===== src/rtl/fetch_stage_if.sv =====
`default_nettype none
// ============================================================================
// Module   : fetch_stage_if
// Desc     : Control, instruction-memory and IF/ID bundle of the fetch stage.
//            FETCH_PERF_EN adds the performance-counter outputs.
// Revision : 1.0  initial release
// ============================================================================
interface fetch_stage_if;
    logic        stall;
    logic        redirect;
    logic [31:0] redirect_target;
    logic [31:0] imem_addr;
    logic [31:0] imem_data;
    logic [31:0] ifid_instr;
    logic [31:0] ifid_pc;
    logic [31:0] ifid_pc_plus4;
    logic        ifid_valid;
    logic        fetch_fault;
`ifdef FETCH_PERF_EN
    logic [31:0] perf_fetch_cnt;
    logic [31:0] perf_stall_cnt;
`endif

    // Fetch-stage side
    modport master (
        input  stall,
        input  redirect,
        input  redirect_target,
        input  imem_data,
        output imem_addr,
        output ifid_instr,
        output ifid_pc,
        output ifid_pc_plus4,
        output ifid_valid,
`ifdef FETCH_PERF_EN
        output perf_fetch_cnt,
        output perf_stall_cnt,
`endif
        output fetch_fault
    );

    // Pipeline / memory side
    modport slave (
        output stall,
        output redirect,
        output redirect_target,
        output imem_data,
        input  imem_addr,
        input  ifid_instr,
        input  ifid_pc,
        input  ifid_pc_plus4,
        input  ifid_valid,
`ifdef FETCH_PERF_EN
        input  perf_fetch_cnt,
        input  perf_stall_cnt,
`endif
        input  fetch_fault
    );
endinterface

`default_nettype wire


===== src/rtl/fetch_stage.sv =====
`default_nettype none
// ============================================================================
// Module   : fetch_stage
// Desc     : Instruction fetch: PC, IF/ID register, stall/redirect, fault flag.
//            FETCH_PERF_EN adds fetch and stall performance counters.
// Revision : 1.0  initial release
// ============================================================================
module fetch_stage #(
    parameter logic [31:0] RESET_PC   = 32'h0000_0000,
    parameter int unsigned IMEM_WORDS = 1024
) (
    input  wire           clk,
    input  wire           rst_n,
    fetch_stage_if.master bus
);

    // Widened so a full 4 GiB memory depth cannot overflow the limit
    localparam logic [33:0] c_IMEM_BYTES = 34'(IMEM_WORDS) * 34'd4;

    logic [31:0] r_pc;
    logic [31:0] r_ifid_instr;
    logic [31:0] r_ifid_pc;
    logic [31:0] r_ifid_pc_plus4;
    logic        r_ifid_valid;
    logic        r_fetch_fault;

    logic [31:0] w_pc_plus4;
    logic [31:0] w_redirect_pc;
    logic        w_redirect_misaligned;
    logic        w_in_range;
    logic        w_advance;

    assign w_pc_plus4            = r_pc + 32'd4;
    assign w_redirect_pc         = {bus.redirect_target[31:2], 2'b00};
    assign w_redirect_misaligned = (bus.redirect_target[1:0] != 2'b00);
    assign w_in_range            = ({2'b00, r_pc} < c_IMEM_BYTES);
    assign w_advance             = !bus.redirect && !bus.stall;

    always_ff @(posedge clk or negedge rst_n) begin
        if (!rst_n) begin
            r_pc            <= RESET_PC;
            r_ifid_instr    <= 32'h0000_0000;
            r_ifid_pc       <= 32'h0000_0000;
            r_ifid_pc_plus4 <= 32'h0000_0000;
            r_ifid_valid    <= 1'b0;
            r_fetch_fault   <= 1'b0;
        end else if (bus.redirect) begin
            // Squash keeps the old ifid_pc/pc_plus4; only instr/valid are cleared
            r_pc         <= w_redirect_pc;
            r_ifid_instr <= 32'h0000_0000;
            r_ifid_valid <= 1'b0;
            if (w_redirect_misaligned) begin
                r_fetch_fault <= 1'b1;
            end
        end else if (!bus.stall) begin
            r_pc            <= w_pc_plus4;
            r_ifid_pc       <= r_pc;
            r_ifid_pc_plus4 <= w_pc_plus4;
            if (w_in_range) begin
                r_ifid_instr <= bus.imem_data;
                r_ifid_valid <= 1'b1;
            end else begin
                r_ifid_instr  <= 32'h0000_0000;
                r_ifid_valid  <= 1'b0;
                r_fetch_fault <= 1'b1;
            end
        end
    end

    assign bus.imem_addr     = r_pc;
    assign bus.ifid_instr    = r_ifid_instr;
    assign bus.ifid_pc       = r_ifid_pc;
    assign bus.ifid_pc_plus4 = r_ifid_pc_plus4;
    assign bus.ifid_valid    = r_ifid_valid;
    assign bus.fetch_fault   = r_fetch_fault;

`ifdef FETCH_PERF_EN
    logic [31:0] r_perf_fetch_cnt;
    logic [31:0] r_perf_stall_cnt;

    always_ff @(posedge clk or negedge rst_n) begin
        if (!rst_n) begin
            r_perf_fetch_cnt <= 32'h0000_0000;
            r_perf_stall_cnt <= 32'h0000_0000;
        end else begin
            if (w_advance && w_in_range) begin
                r_perf_fetch_cnt <= r_perf_fetch_cnt + 32'd1;
            end
            if (bus.stall && !bus.redirect) begin
                r_perf_stall_cnt <= r_perf_stall_cnt + 32'd1;
            end
        end
    end

    assign bus.perf_fetch_cnt = r_perf_fetch_cnt;
    assign bus.perf_stall_cnt = r_perf_stall_cnt;
`else
    logic w_unused;
    assign w_unused = w_advance;
`endif

endmodule

`default_nettype wire


===== src/flat_wrapper.sv =====
// flat-port wrapper written by rule: the top's interface ports become plain ports
module fetch_stage_flat 
#(
    parameter logic [31:0] RESET_PC   = 32'h0000_0000,
    parameter int unsigned IMEM_WORDS = 1024
)
  (clk, rst_n, bus_stall, bus_redirect, bus_redirect_target, bus_imem_data, bus_imem_addr, bus_ifid_instr, bus_ifid_pc, bus_ifid_pc_plus4, bus_ifid_valid, bus_fetch_fault);
  fetch_stage_if bus_i ();
  input  wire clk;
  input  wire rst_n;
  input wire logic [$bits(bus_i.stall)-1:0] bus_stall;
  input wire logic [$bits(bus_i.redirect)-1:0] bus_redirect;
  input wire logic [$bits(bus_i.redirect_target)-1:0] bus_redirect_target;
  input wire logic [$bits(bus_i.imem_data)-1:0] bus_imem_data;
  output wire logic [$bits(bus_i.imem_addr)-1:0] bus_imem_addr;
  output wire logic [$bits(bus_i.ifid_instr)-1:0] bus_ifid_instr;
  output wire logic [$bits(bus_i.ifid_pc)-1:0] bus_ifid_pc;
  output wire logic [$bits(bus_i.ifid_pc_plus4)-1:0] bus_ifid_pc_plus4;
  output wire logic [$bits(bus_i.ifid_valid)-1:0] bus_ifid_valid;
  output wire logic [$bits(bus_i.fetch_fault)-1:0] bus_fetch_fault;
  assign bus_i.stall = bus_stall;
  assign bus_i.redirect = bus_redirect;
  assign bus_i.redirect_target = bus_redirect_target;
  assign bus_i.imem_data = bus_imem_data;
  assign bus_imem_addr = bus_i.imem_addr;
  assign bus_ifid_instr = bus_i.ifid_instr;
  assign bus_ifid_pc = bus_i.ifid_pc;
  assign bus_ifid_pc_plus4 = bus_i.ifid_pc_plus4;
  assign bus_ifid_valid = bus_i.ifid_valid;
  assign bus_fetch_fault = bus_i.fetch_fault;
  fetch_stage #(.RESET_PC(RESET_PC), .IMEM_WORDS(IMEM_WORDS)) u_core (.clk(clk), .rst_n(rst_n), .bus(bus_i));
endmodule

===== config.mk =====
export PLATFORM = sky130hd
export DESIGN_NAME = fetch_stage_flat
export DESIGN_NICKNAME = d
export VERILOG_FILES = /design/src/rtl/fetch_stage_if.sv /design/src/rtl/fetch_stage.sv /design/src/flat_wrapper.sv
export SDC_FILE = /design/constraint.sdc
export NUM_CORES = 1
export LEC_CHECK = 0
export CORE_ASPECT_RATIO = 1.2
export CORE_MARGIN = 3
export CORE_UTILIZATION = 46
export DETAILED_ROUTE_END_ITERATION = 8
export GPL_TIMING_DRIVEN = 0
export PLACE_DENSITY = 0.81
export SKIP_CTS_REPAIR_TIMING = 1
export SYNTH_ARGS = -nofsm -noshare
export SYNTH_HDL_FRONTEND = slang
export SYNTH_SLANG_ARGS = --single-unit

===== constraint.sdc =====
create_clock -name clk -period 2.91 [get_ports clk]
set_clock_uncertainty 0.2 [all_clocks]
set_input_delay 0.291 -clock clk [delete_from_list [all_inputs] [get_ports clk]]
set_output_delay 0.291 -clock clk [all_outputs]
set_load 0.1 [all_outputs]

== After elaboration in Yosys (flattened, before gate mapping) ==
Index checks and enable logic that the tools add are counted.

* Bits of input ports: 68
* Output and inout bits: 130
* Register bits after elaboration: 130

* Magnitude comparators: 1
* Equality and inequality tests: 3
* Muxes and demuxes: 12
* Reduce and logical (&&, ||, !) cells: 3
* Bitwise logic cells: 2
* $add $sub $neg: 1

{| class="wikitable"
|+ Operator list
! cell !! count
|-
| $mux 32 || 5
|-
| $add 32x3->32 const B || 1
|-
| $lt 32x13->1 const B || 1
|-
| $mux 1 || 7
|-
| $ne 2x1->1 const B || 2
|-
| $reduce_and 3->1 || 1
|-
| $ne 2x2->1 const B || 1
|-
| $not 1->1 || 2
|-
| $reduce_and 2->1 || 1
|-
| $reduce_bool 2->1 || 1
|}

== Depth between registers and ports, before layout ==
* Depth after elaboration: 4
* Depth in mapped cells: 8
* Gate-level depth less buffers: 5

== Worst setup path after synthesis ==
Ideal clock, no wire load.

* Path type: register -> register
* Start: register u_core.r_pc[6] (netlist: u_core.bus.imem_addr[6])
* End: register u_core.r_pc[31] (netlist: u_core.bus.imem_addr[31])
* Data required time: 2584 ps
* Path buffers: 2
* Setup slack: -28 ps
* Arrival time: 2612 ps
* Cell stages (with the launch flop): 7
* Path through: dfrtp_1 -> buf_2 -> nand4_1 -> or4_1 -> buf_2 -> o311a_1 -> a221o_1

* Word-level cells in the longest chain between the ends: 3

{| class="wikitable"
|+ RTL lines
! what !! line !! RTL
|-
| start, declared || fetch_stage.sv:20 || <nowiki>logic [31:0] r_pc;</nowiki>
|-
| start signal, assigned || fetch_stage.sv:49 || <nowiki>r_pc <= w_redirect_pc;</nowiki>
|-
| start signal, assigned || fetch_stage.sv:56 || <nowiki>r_pc <= w_pc_plus4;</nowiki>
|-
| $add 32x3->32 || fetch_stage.sv:33 || <nowiki>assign w_pc_plus4 = r_pc + 32'd4;</nowiki>
|-
| $mux 32 || fetch_stage.sv:55 || <nowiki>end else if (!bus.stall) begin</nowiki>
|-
| $mux 32 || fetch_stage.sv:47 || <nowiki>end else if (bus.redirect) begin</nowiki>
|}

Every way passes these cells. The select of a mux whose other input is x is not followed.
A chain may end at the register's enable or synchronous reset.

== Worst setup path in the final report ==
* Start: register u_core.r_pc[2] (netlist: u_core.bus.imem_addr[2])
* End: register u_core.r_ifid_pc_plus4[18] (netlist: u_core.bus.ifid_pc_plus4[18])

* Word-level cells in the longest chain between the ends: 1

{| class="wikitable"
|+ RTL lines
! what !! line !! RTL
|-
| $add 32x3->32 || fetch_stage.sv:33 ||
|-
| end signal, assigned || fetch_stage.sv:58 || <nowiki>r_ifid_pc_plus4 <= w_pc_plus4;</nowiki>
|-
| end, declared || fetch_stage.sv:23 || <nowiki>logic [31:0] r_ifid_pc_plus4;</nowiki>
|}

Every way passes these cells.

==> impl_metrics.py <==
metrics = {
    "setup_path": {
        "path_cells": "ha_1, and3_1, clkbuf_1, nand4_1, or4_1, nand3_1",
        "r2r_start": "u_core.bus.imem_addr[2]",
        "cp.arrival_ns": 2.87,
        "critical_path_buf_inv_count": 1,
        "crit_required_ns": 3.06,
        "cp_top_family": "simple AND/OR/NAND/NOR gates",
        "startpoint_type": "flip-flop",
        "crit_fanout": 9,
        "path_class": "flip-flop to flip-flop",
        "crit_path_max_incr_delay_ns": 0.59,
        "end_kind": "flip-flop",
        "crit_start": "u_core.bus.imem_addr[2]",
        "cpMaxStageDelayCell": "or4_1",
    },
    "clock_tree": {
        "clkTransAtPathRegs_ns": 0.06,
        "cts_tree": "done",
        "htree_levels": 4,
        "cts_sinks": 124,
        "numCtsBuffers": 17,
        "clk_path_buf_depth": 2,
        "cts-root-buf": "clkbuf_16",
        "clkLatencyLatePin_ns": 0.41,
    },
    "logic_synthesis": {
        "synth_mux_area_share_pct": 0.167,
        "ys_ff_latch": 124,
        "synth-compound-area-share_pct": 12.3,
        "synth_cell_type_count": 45,
        "async_reset_ff_share_pct": 100,
        "yosysWarningCount": 0,
        "netlist_area_um2": 5990,
        "ys_seq_area_share_pct": 51.8,
        "synthAdderAreaFrac_pct": 0.209,
        "synth_cells": 681,
        "syn_avg_cell_area_um2": 8.79,
        "synth_edf_count": 0,
        "synth_xor_area_share_pct": 3.80,
        "synth-simple-area-share_pct": 26.2,
        "synth-main-ff-cell": "dfrtp_1",
        "synth_top_family_by_area": "simple AND/OR/NAND/NOR gates",
    },
    "pwr": {
        "power_density_nw_per_um2": 737,
        "finalPower_w": 0.00647,
        "leakage_nw": 3.67,
        "max-vdd-ir-drop_v": 0.000435,
    },
    "global_route": {
        "overflow": 0,
        "grt_pass1_vias": 5783,
        "busiest_layer": "met2",
        "use_met3_pct": 6.88,
        "grt_first_pass_wirelength_um": 29700,
        "use_met1_pct": 32.7,
        "grt_max_degree": 79,
        "antenna_found_initial": 0,
        "grt_use_total_pct": 26.9,
        "grt_use_met2_pct": 45.3,
    },
    "die": {
        "die_h_um": 131,
        "io_pins": 198,
        "rows": 45,
        "die-area_um2": 14400,
        "die_x_um": 110,
        "start_util_pct": 47.3,
        "core_area_um2": 12700,
    },
    "drt": {
        "postRouteAntennaNets": 0,
        "drt_iter0_drc": 350,
        "wirelength_um": 19300,
        "viasPerCell": 5.59,
        "drc_errors": 0,
        "route.vias.total": 6008,
        "drtPass1Iterations": 5,
        "wire_per_inst_um": 18.0,
    },
    "sta": {
        "period_needed_ns": 2.72,
        "worst_slew_pin_slew_ns": 1.03,
        "finalSetupViolCount": 0,
        "final_max_slew_viol_count": 0,
        "rsz0062_at_grt": "no",
        "finalHoldViolations": 0,
        "maxClockFrequency_ghz": 0.368,
        "timing.final.crit_share_pct": 93.5,
        "relSlewSlack_pct": 31.0,
    },
    "min_path": {
        "hold_path.class": "primary input to asynchronous set/reset pin",
    },
    "finish": {
        "areaGrowthSynthToFinish_pct": 46.6,
        "final_layout_size_suffix_gt1_share_pct": 7.36,
        "fin_nets": 966,
        "design_area_um2": 8780,
        "diodes": 0,
    },
    "place": {
        "placed_cell_area_um2": 8150,
        "place.gp.congestion": 0.889,
        "dp_hpwl_um": 13800,
        "io_buffers": 190,
    },
    "outcome": {
        "status": "complete, no violations",
    },
    "flow_run": {
        "maxCapViolations": 0,
    },
}
-- path summary, 6_finish.rpt --
check	to	cells past startpoint	slack, ns
hold / removal	u_core.bus.ifid_pc[14]	2	0.17
min in group clk	u_core.bus.ifid_instr[20]	3	0.22
hold reg to reg	u_core.bus.ifid_pc[24]	2	0.27
max in group asynchronous	u_core.bus.ifid_instr[29]	3	1.59
setup / recovery	u_core.bus.ifid_pc_plus4[18]	6	0.19
setup reg to reg	u_core.bus.ifid_pc_plus4[18]	6	0.19
-- synth_stat cells, types with 10 or more instances --
library cell | n | area share (%)
o31ai_1 | 17 | 2.1
nor3_1 | 11 | 0.92
o21ai_0 | 66 | 5.5
nand4_1 | 10 | 1.0
nor2_1 | 32 | 2.0
xnor2_1 | 22 | 3.2
clkbuf_1 | 37 | 2.3
nand3_1 | 25 | 2.1
or4_1 | 23 | 2.9
buf_2 | 16 | 1.3
nand2_1 | 190 | 12
dfrtp_1 | 124 | 52
a31oi_1 | 23 | 2.4
-- power by group --
| part | switching (W) | leakage [nW] | internal [W] |
|---|---|---|---|
| Sequential | 0.000134 | 1.54 | 0.00189 |
| Clock | 0.000770 | 0.297 | 0.00145 |
| Combinational | 0.00171 | 1.83 | 0.000514 |
-- per-layer routing --
| layer | up-vias | share of wire (%) |
|---|---|---|
| met1 | 2853 | 38 |
| met2 | 305 | 49 |
| met5 | - | 0 |
| met3 | 62 | 8.8 |
| met4 | 0 | 3.2 |
| li1 | 2788 | - |
-- logic make-up after synthesis --
group	count (synthesis)
other	1
flip-flops	124
AND/OR/NAND/NOR	334
AO/OA/AOI/OAI	125
XOR/XNOR	26
buffers and inverters	69
adder cells (fa/ha/maj)	1
multiplexers	1
-- state kept, by name, summed over array words and instances (netlist names) --
| name | count |
|---|---|
| u_core.bus.ifid_valid | 1 |
| u_core.bus.ifid_pc_plus4 | 30 |
| u_core.bus.ifid_pc | 30 |
| u_core.bus.fetch_fault | 1 |
| u_core.bus.ifid_instr | 32 |
| u_core.bus.imem_addr | 30 |
-- stage by stage --
| stage | TNS, ns | cells | hold slack, ns | setup slack, ns | util, % |
|---|---|---|---|---|---|
| 5_1_grt | 0 | 1074 | 0.209 | 0.0647 | 69.3 |
| 2_1_floorplan | 0 | 686 | -0.205 | 0.0206 | - |
| 4_1_cts | 0 | 1073 | -0.389 | 0.232 | 69.2 |
| 3_3_place_gp | -445.82 | 1040 | 0.253 | -4.05 | 64.1 |
| 6_report | 0 | 1074 | 0.168 | 0.190 | 69.3 |
| 3_5_place_dp | 0 | 1041 | 0.0544 | 0.165 | 64.3 |
-- cell type report --
| cell class | count | area, µm² |
|---|---|---|
| plain buffers | 66 | 317 |
| clock buffers | 21 | 450 |
| clock inverters | 11 | 168 |
| fillers | 1036 | 3890 |
| inverters | 3 | 11.3 |
| multi-input cells | 493 | 2570 |
| flip-flops and latches | 124 | 3110 |
| well taps | 164 | 205 |
| repair buffers | 192 | 1940 |
-- cell usage in the layout (no fill, tap or decap), types with 6 or more instances in the layout --
master / instances
buf_2: 16
clkbuf_1: 40
nand4_1: 10
nand2_1: 190
and4_1: 8
nor3_1: 11
o21ai_0: 66
a31oi_1: 23
nor2_1: 32
clkbuf_16: 17
o31ai_1: 17
nor4_1: 8
dfrtp_1: 118
buf_4: 7
conb_1: 6
or4_1: 23
dfrtp_2: 6
clkdlybuf4s50_1: 189
nand3_1: 25
xnor2_1: 22
Power figures use the tool's default switching activity.
